--- config.mk ---
export PLATFORM = sky130hd
export DESIGN_NAME = bin_to_bcd_seq
export DESIGN_NICKNAME = d
export VERILOG_FILES = /design/src/rtl/bin_to_bcd_seq.sv
export SDC_FILE = /design/constraint.sdc
export NUM_CORES = 1
export LEC_CHECK = 0
export BUFFER_PORTS_ARGS = -buffer_cell sky130_fd_sc_hd__buf_4
export CORE_ASPECT_RATIO = 0.8
export CORE_MARGIN = 1
export CORE_UTILIZATION = 50
export CTS_BUF_LIST = sky130_fd_sc_hd__clkbuf_8
export DETAILED_ROUTE_END_ITERATION = 8
export GPL_TIMING_DRIVEN = 0
export PLACE_DENSITY = 0.73
export SYNTH_ARGS = -nofsm -noshare
export SYNTH_HDL_FRONTEND = slang
export SYNTH_SLANG_ARGS = --single-unit
--- constraint.sdc ---
create_clock -name clk -period 1.5 [get_ports clk]
set_input_delay 0.3 -clock clk [delete_from_list [all_inputs] [get_ports clk]]
set_output_delay 0.3 -clock clk [all_outputs]
set_load 0.02 [all_outputs]
--- src/rtl/bin_to_bcd_seq.sv ---
// Sequential binary-to-BCD converter using one double-dabble step per clock.
// Results above 99_999_999 saturate to all nines and raise ovf.
module bin_to_bcd_seq #(
    parameter int BIN_W  = 27,
    parameter int DIGITS = 8
) (
    input  logic                  clk,
    input  logic                  rst,
    input  logic                  start,
    input  logic [BIN_W-1:0]      bin,
    output logic                  busy,
    output logic                  done,
    output logic [4*DIGITS-1:0]   bcd,
    output logic                  ovf
);

    localparam int BCD_W = 4 * DIGITS;
    localparam int CNT_W = (BIN_W > 1) ? $clog2(BIN_W) : 1;
    localparam logic [CNT_W-1:0] LAST_CNT = CNT_W'(BIN_W - 1);
    localparam logic [31:0]      MAX_DEC  = 32'd99_999_999;
    localparam logic [BCD_W-1:0] SAT_BCD  = {DIGITS{4'h9}};

    typedef enum logic {
        IDLE,
        CONV
    } state_t;

    state_t             state_q, state_d;
    logic [BIN_W-1:0]   shift_q, shift_d;
    logic [BCD_W-1:0]   scratch_q, scratch_d;
    logic [CNT_W-1:0]   cnt_q, cnt_d;
    logic [BCD_W-1:0]   bcd_q, bcd_d;
    logic               ovf_q, ovf_d;
    logic               ovf_pend_q, ovf_pend_d;
    logic               done_q, done_d;

    logic [BCD_W-1:0]   scratch_adj;
    logic [BCD_W:0]     stepped;

    for (genvar gi = 0; gi < DIGITS; gi++) begin : g_adj
        assign scratch_adj[4*gi +: 4] = (scratch_q[4*gi +: 4] >= 4'd5)
                                      ? scratch_q[4*gi +: 4] + 4'd3
                                      : scratch_q[4*gi +: 4];
    end

    // Bit BCD_W is the carry out of the top digit; it can only be set
    // when the value is already past the eight-digit range.
    assign stepped = {scratch_adj, shift_q[BIN_W-1]};

    always_comb begin
        state_d    = state_q;
        shift_d    = shift_q;
        scratch_d  = scratch_q;
        cnt_d      = cnt_q;
        bcd_d      = bcd_q;
        ovf_d      = ovf_q;
        ovf_pend_d = ovf_pend_q;
        done_d     = 1'b0;

        case (state_q)
            IDLE: begin
                if (start) begin
                    shift_d    = bin;
                    scratch_d  = '0;
                    cnt_d      = '0;
                    ovf_pend_d = (32'(bin) > MAX_DEC);
                    state_d    = CONV;
                end
            end
            CONV: begin
                scratch_d  = stepped[BCD_W-1:0];
                shift_d    = shift_q << 1;
                cnt_d      = cnt_q + CNT_W'(1);
                ovf_pend_d = ovf_pend_q | stepped[BCD_W];
                if (cnt_q == LAST_CNT) begin
                    state_d = IDLE;
                    done_d  = 1'b1;
                    ovf_d   = ovf_pend_d;
                    bcd_d   = ovf_pend_d ? SAT_BCD : stepped[BCD_W-1:0];
                end
            end
            default: state_d = IDLE;
        endcase
    end

    always_ff @(posedge clk or negedge rst) begin
        if (!rst) begin
            state_q    <= IDLE;
            shift_q    <= '0;
            scratch_q  <= '0;
            cnt_q      <= '0;
            bcd_q      <= '0;
            ovf_q      <= 1'b0;
            ovf_pend_q <= 1'b0;
            done_q     <= 1'b0;
        end else begin
            state_q    <= state_d;
            shift_q    <= shift_d;
            scratch_q  <= scratch_d;
            cnt_q      <= cnt_d;
            bcd_q      <= bcd_d;
            ovf_q      <= ovf_d;
            ovf_pend_q <= ovf_pend_d;
            done_q     <= done_d;
        end
    end

    assign busy = (state_q == CONV);
    assign done = done_q;
    assign bcd  = bcd_q;
    assign ovf  = ovf_q;

endmodule

==> impl_table.tex <==
\begin{tabular}{lr}
\hline
Metric & Value \\
\hline
\multicolumn{2}{l}{\textbf{Outcome}} \\
Result of the run & complete, but fails checks \\
Failing checks & negative setup slack \\
\multicolumn{2}{l}{\textbf{Drt}} \\
Iter 0 DRT Violations & 189 \\
Average wire per cell in the routed design & 18.3 um \\
DR pass1 iterations & 5 \\
Total number of vias & 4,074 \\
Routed Antenna Nets & 0 \\
Post-detailed-routing wire length & 13.0 mm \\
Detailed-route vias per instance & 5.75 \\
Number of remaining DRC errors & 0 \\
\multicolumn{2}{l}{\textbf{Yosys}} \\
Net Count, Synth & 525 \\
Proportion of synthesized flip-flops having asynchronous set or reset & 100\% \\
Warning count from the yosys run & 0 \\
Synthesized area per cell & 10.3 um2 \\
\#FFs+latches synth & 100 \\
Most used DFF post-synth & dfrtp\_1 \\
Number of distinct library cell variants in the gate-level netlist after synthesis & 34 \\
EDFF count, synth & 0 \\
Count of mapped cells out of synthesis & 477 \\
Share of the yosys chip area belonging to registers & 50.7\% \\
Post-synthesis cell area & 0.00493 mm2 \\
\multicolumn{2}{l}{\textbf{Floorplanning}} \\
Chip Width & 113 um \\
Core region area & 0.00961 mm2 \\
IO Pins & 65 \\
Floorplan die area & 0.0103 mm2 \\
\# rows & 32 \\
Effective utilization at floorplan & 51.4\% \\
Vertical extent of the die & 90.9 um \\
\multicolumn{2}{l}{\textbf{Setup path}} \\
Worst setup path end & bcd[29] \\
Type of origin of the critical path & flop \\
Element type at the critical path end & flop \\
Req. time, crit path & 1760 ps \\
Critical path data arrival time & 2020 ps \\
Start point of the critical path & scratch\_q[29] \\
Register-to-Register Setup Slack & -260 ps \\
Maximum net fanout on the critical path & 6 \\
Destination of the worst register-to-register timing path & bcd[29] \\
Number of cells on the worst reg-to-reg path & 9 \\
Startpoint-to-endpoint class of the critical path & reg -> reg \\
Beginning of the worst register-to-register path & scratch\_q[29] \\
\multicolumn{2}{l}{\textbf{GRT}} \\
Maximum number of pins on one net before global-route repair & 101 \\
Remaining global-route overflow & 0 \\
Via count of the first global-routing pass & 3,907 \\
Number of antenna violations at the first check in global routing & 0 \\
GR Util All Layers & 25.4\% \\
First-pass GRT wire length & 20.0 mm \\
\multicolumn{2}{l}{\textbf{Timing}} \\
Min Clock Period, post-route & 1760 ps \\
Final count of pins violating max slew & 0 \\
Worst-case headroom to the max-slew limit & 40.5\% \\
Setup Skew & 9.53 ps \\
Unrepaired setup endpoints after global routing & true \\
Final hold viol count & 0 \\
Final WS setup & -257 ps \\
Final cycle utilization of the critical path & 117\% \\
Slew at the pin closest to its max-slew limit & 893 ps \\
Final setup violation count & 38 \\
Timing-limited maximum frequency & 0.569 GHz \\
\multicolumn{2}{l}{\textbf{Cells and area}} \\
\# nets final & 634 \\
Area taken by flip-flops and latches & 0.00251 mm2 \\
Area Growth Syn to Fin & 33.0\% \\
Combined area of the multi-input logic cells & 0.00268 mm2 \\
Final std cell area, no fill & 0.00656 mm2 \\
Number of antenna diodes & 0 \\
Fraction of final layout cells sized beyond drive strength 1 & 35.7\% \\
Number of fill cells in the layout & 703 \\
\multicolumn{2}{l}{\textbf{Pwr}} \\
Worst ir drop on vdd & 0.865 mV \\
Sw Ratio & 40.8\% \\
Sequential Power Share & 33.7\% \\
Leakage dissipation & 3.02 nW \\
Fraction of power consumed by combinational cells & 54.0\% \\
Clk network pwr share & 12.3\% \\
Net Sw Power & 5.76 mW \\
Total Power Consumption & 14.1 mW \\
Internal Power & 8.37 mW \\
Pwr per Cell Area & 2150 mW/mm2 \\
\multicolumn{2}{l}{\textbf{Clocking}} \\
Maximum buffer depth of the clock tree & 2 \\
Reg clk slew, reported paths & 90 ps \\
Clock sink total & 100 \\
Root Buffer Master & clkbuf\_8 \\
TritonCTS clock tree & built \\
Number of CTS-inserted buffers & 9 \\
Number of H-tree branching levels & 3 \\
Latest clock arrival within the worst-skew pair & 370 ps \\
Count of hold-fix buffers inserted at cts & 0 \\
\multicolumn{2}{l}{\textbf{Placed design}} \\
Cell area reported after detailed placement & 0.00557 mm2 \\
DP Wirelength & 7.85 mm \\
IO Port Bufs & 64 \\
Gp weighted congestion & 0.854 \\
\multicolumn{2}{l}{\textbf{Run}} \\
Number of violations of the max-capacitance limit & 0 \\
\multicolumn{2}{l}{\textbf{Hold path}} \\
Type of the worst min-delay path & in -> async \\
\hline
\end{tabular}
## synthesized netlist by cell type (all sizes together), types with 2 or more instances
cell type | count | area (um2)
a21o | 2 | 15.0
ha | 18 | 225
nand2 | 47 | 176
nand4 | 3 | 33.8
o31ai | 18 | 135
mux2i | 44 | 440
buf | 15 | 86.3
a22o | 17 | 149
clkbuf | 10 | 37.5
xnor2 | 10 | 87.6
nor2b | 2 | 20.0
nand3 | 3 | 15.0
inv | 19 | 71.3
nor2 | 22 | 82.6
a21oi | 40 | 200
nand2b | 34 | 213
nor3b | 16 | 125
dfrtp | 100 | 2500
o21ai | 46 | 230
nand4b | 2 | 17.5
nor3 | 3 | 26.3
## state kept, by name, indices dropped and copies added, names as in the netlist
signal	cells
shift_q	27
ovf	1
ovf_pend_q	1
bcd	32
cnt_q	5
done	1
busy	1
scratch_q	32
## power groups by stage
| stage | Combinational [mW] | Sequential (mW) | Clock (mW) |
|---|---|---|---|
| global placement | 4.91 | 4.54 | 0 |
| finish | 7.63 | 4.76 | 1.74 |
| floorplan | 3.33 | 4.77 | 0 |
| CTS | 6.06 | 4.62 | 1.77 |
| global route | 8.20 | 4.88 | 1.88 |
| detailed placement | 5.10 | 4.59 | 0 |
## through the flow
stage	utilization (%)	TNS (ps)	setup WS (ps)	instances	hold slack [ps]
after global placement	57.9	-18690	-364	660	462
after CTS	63.9	-4230	-149	693	215
final	68.3	-7390	-257	708	17.6
after floorplan	-	0	4.78	477	4.41
after detailed placement	57.9	-21130	-349	660	472
after global routing	68.3	-9190	-301	708	85.6
## metal layers
layer  wire length, um  global-route usage (%)  vias up  part of all wire (%)
li1                  -                       -     1879                     -
met4               369                    8.88        0                   2.8
met3               670                    5.30       34                   5.2
met5                 0                       0        -                     0
met2              6110                    39.6      148                    47
met1              5810                    35.3     2013                    45
## worst min path at each step
stage,start,end,slack (ps),cells past startpoint
detailed placement,shift_q[9],shift_q[10],470,2
floorplan,rst,bcd[0],4,0
global placement,shift_q[25],shift_q[26],460,2
finish,rst,done,20,1
global route,rst,bcd[20],90,1
CTS,bin[0],shift_q[0],220,3
## critical path, stage by stage (launching register included)
cell and delay [ps]:
dfrtp_1 390, inv_2 90, buf_12 130, ha_4 170, nand2b_4 80, nor3b_4 260, nor3_4 50, buf_6 150
buf_6 140, a22o_1 180
## cell type report
type | count | share of cell area [%]
multi-input combinational | 332 | 40.8
sequential | 100 | 38.2
timing repair buffer | 98 | 12.1
buffer | 25 | 2.55
clock buffer | 11 | 2.31
tap | 119 | 2.27
inverter | 20 | 1.22
clock inverter | 3 | 0.591
## cell families after synthesis
group,after synthesis,synth area share [%]
buffers and inverters,45,4.03
adders and majority gates,18,4.56
muxes,44,8.92
AOI/OAI and AO/OA,125,15.2
DFF,100,50.7
and+or+nand+nor,134,14.6
xor gates and xnor gates,11,1.95
## repair_timing
item	in CTS	in global routing
setup buffers	17	15
gates resized for setup	68	66
pin swaps	18	15
gates cloned	2	0
setup endpoints to repair	97	78
## cell usage in the layout (no fill, tap or decap), types with 6 or more instances in the layout
cell type / instances
nand2_1: 47
a21oi_1: 26
dfrtp_1: 97
a22o_1: 17
inv_2: 16
a21oi_2: 6
nand2b_1: 26
o21ai_1: 7
clkbuf_1: 6
clkbuf_8: 11
nor3b_1: 13
buf_4: 92
nor2_1: 22
nand2b_4: 8
a21oi_4: 8
buf_6: 9
o21ai_0: 38
mux2i_1: 37
ha_4: 11
o31ai_1: 16
(Power assumes the default switching activity.)
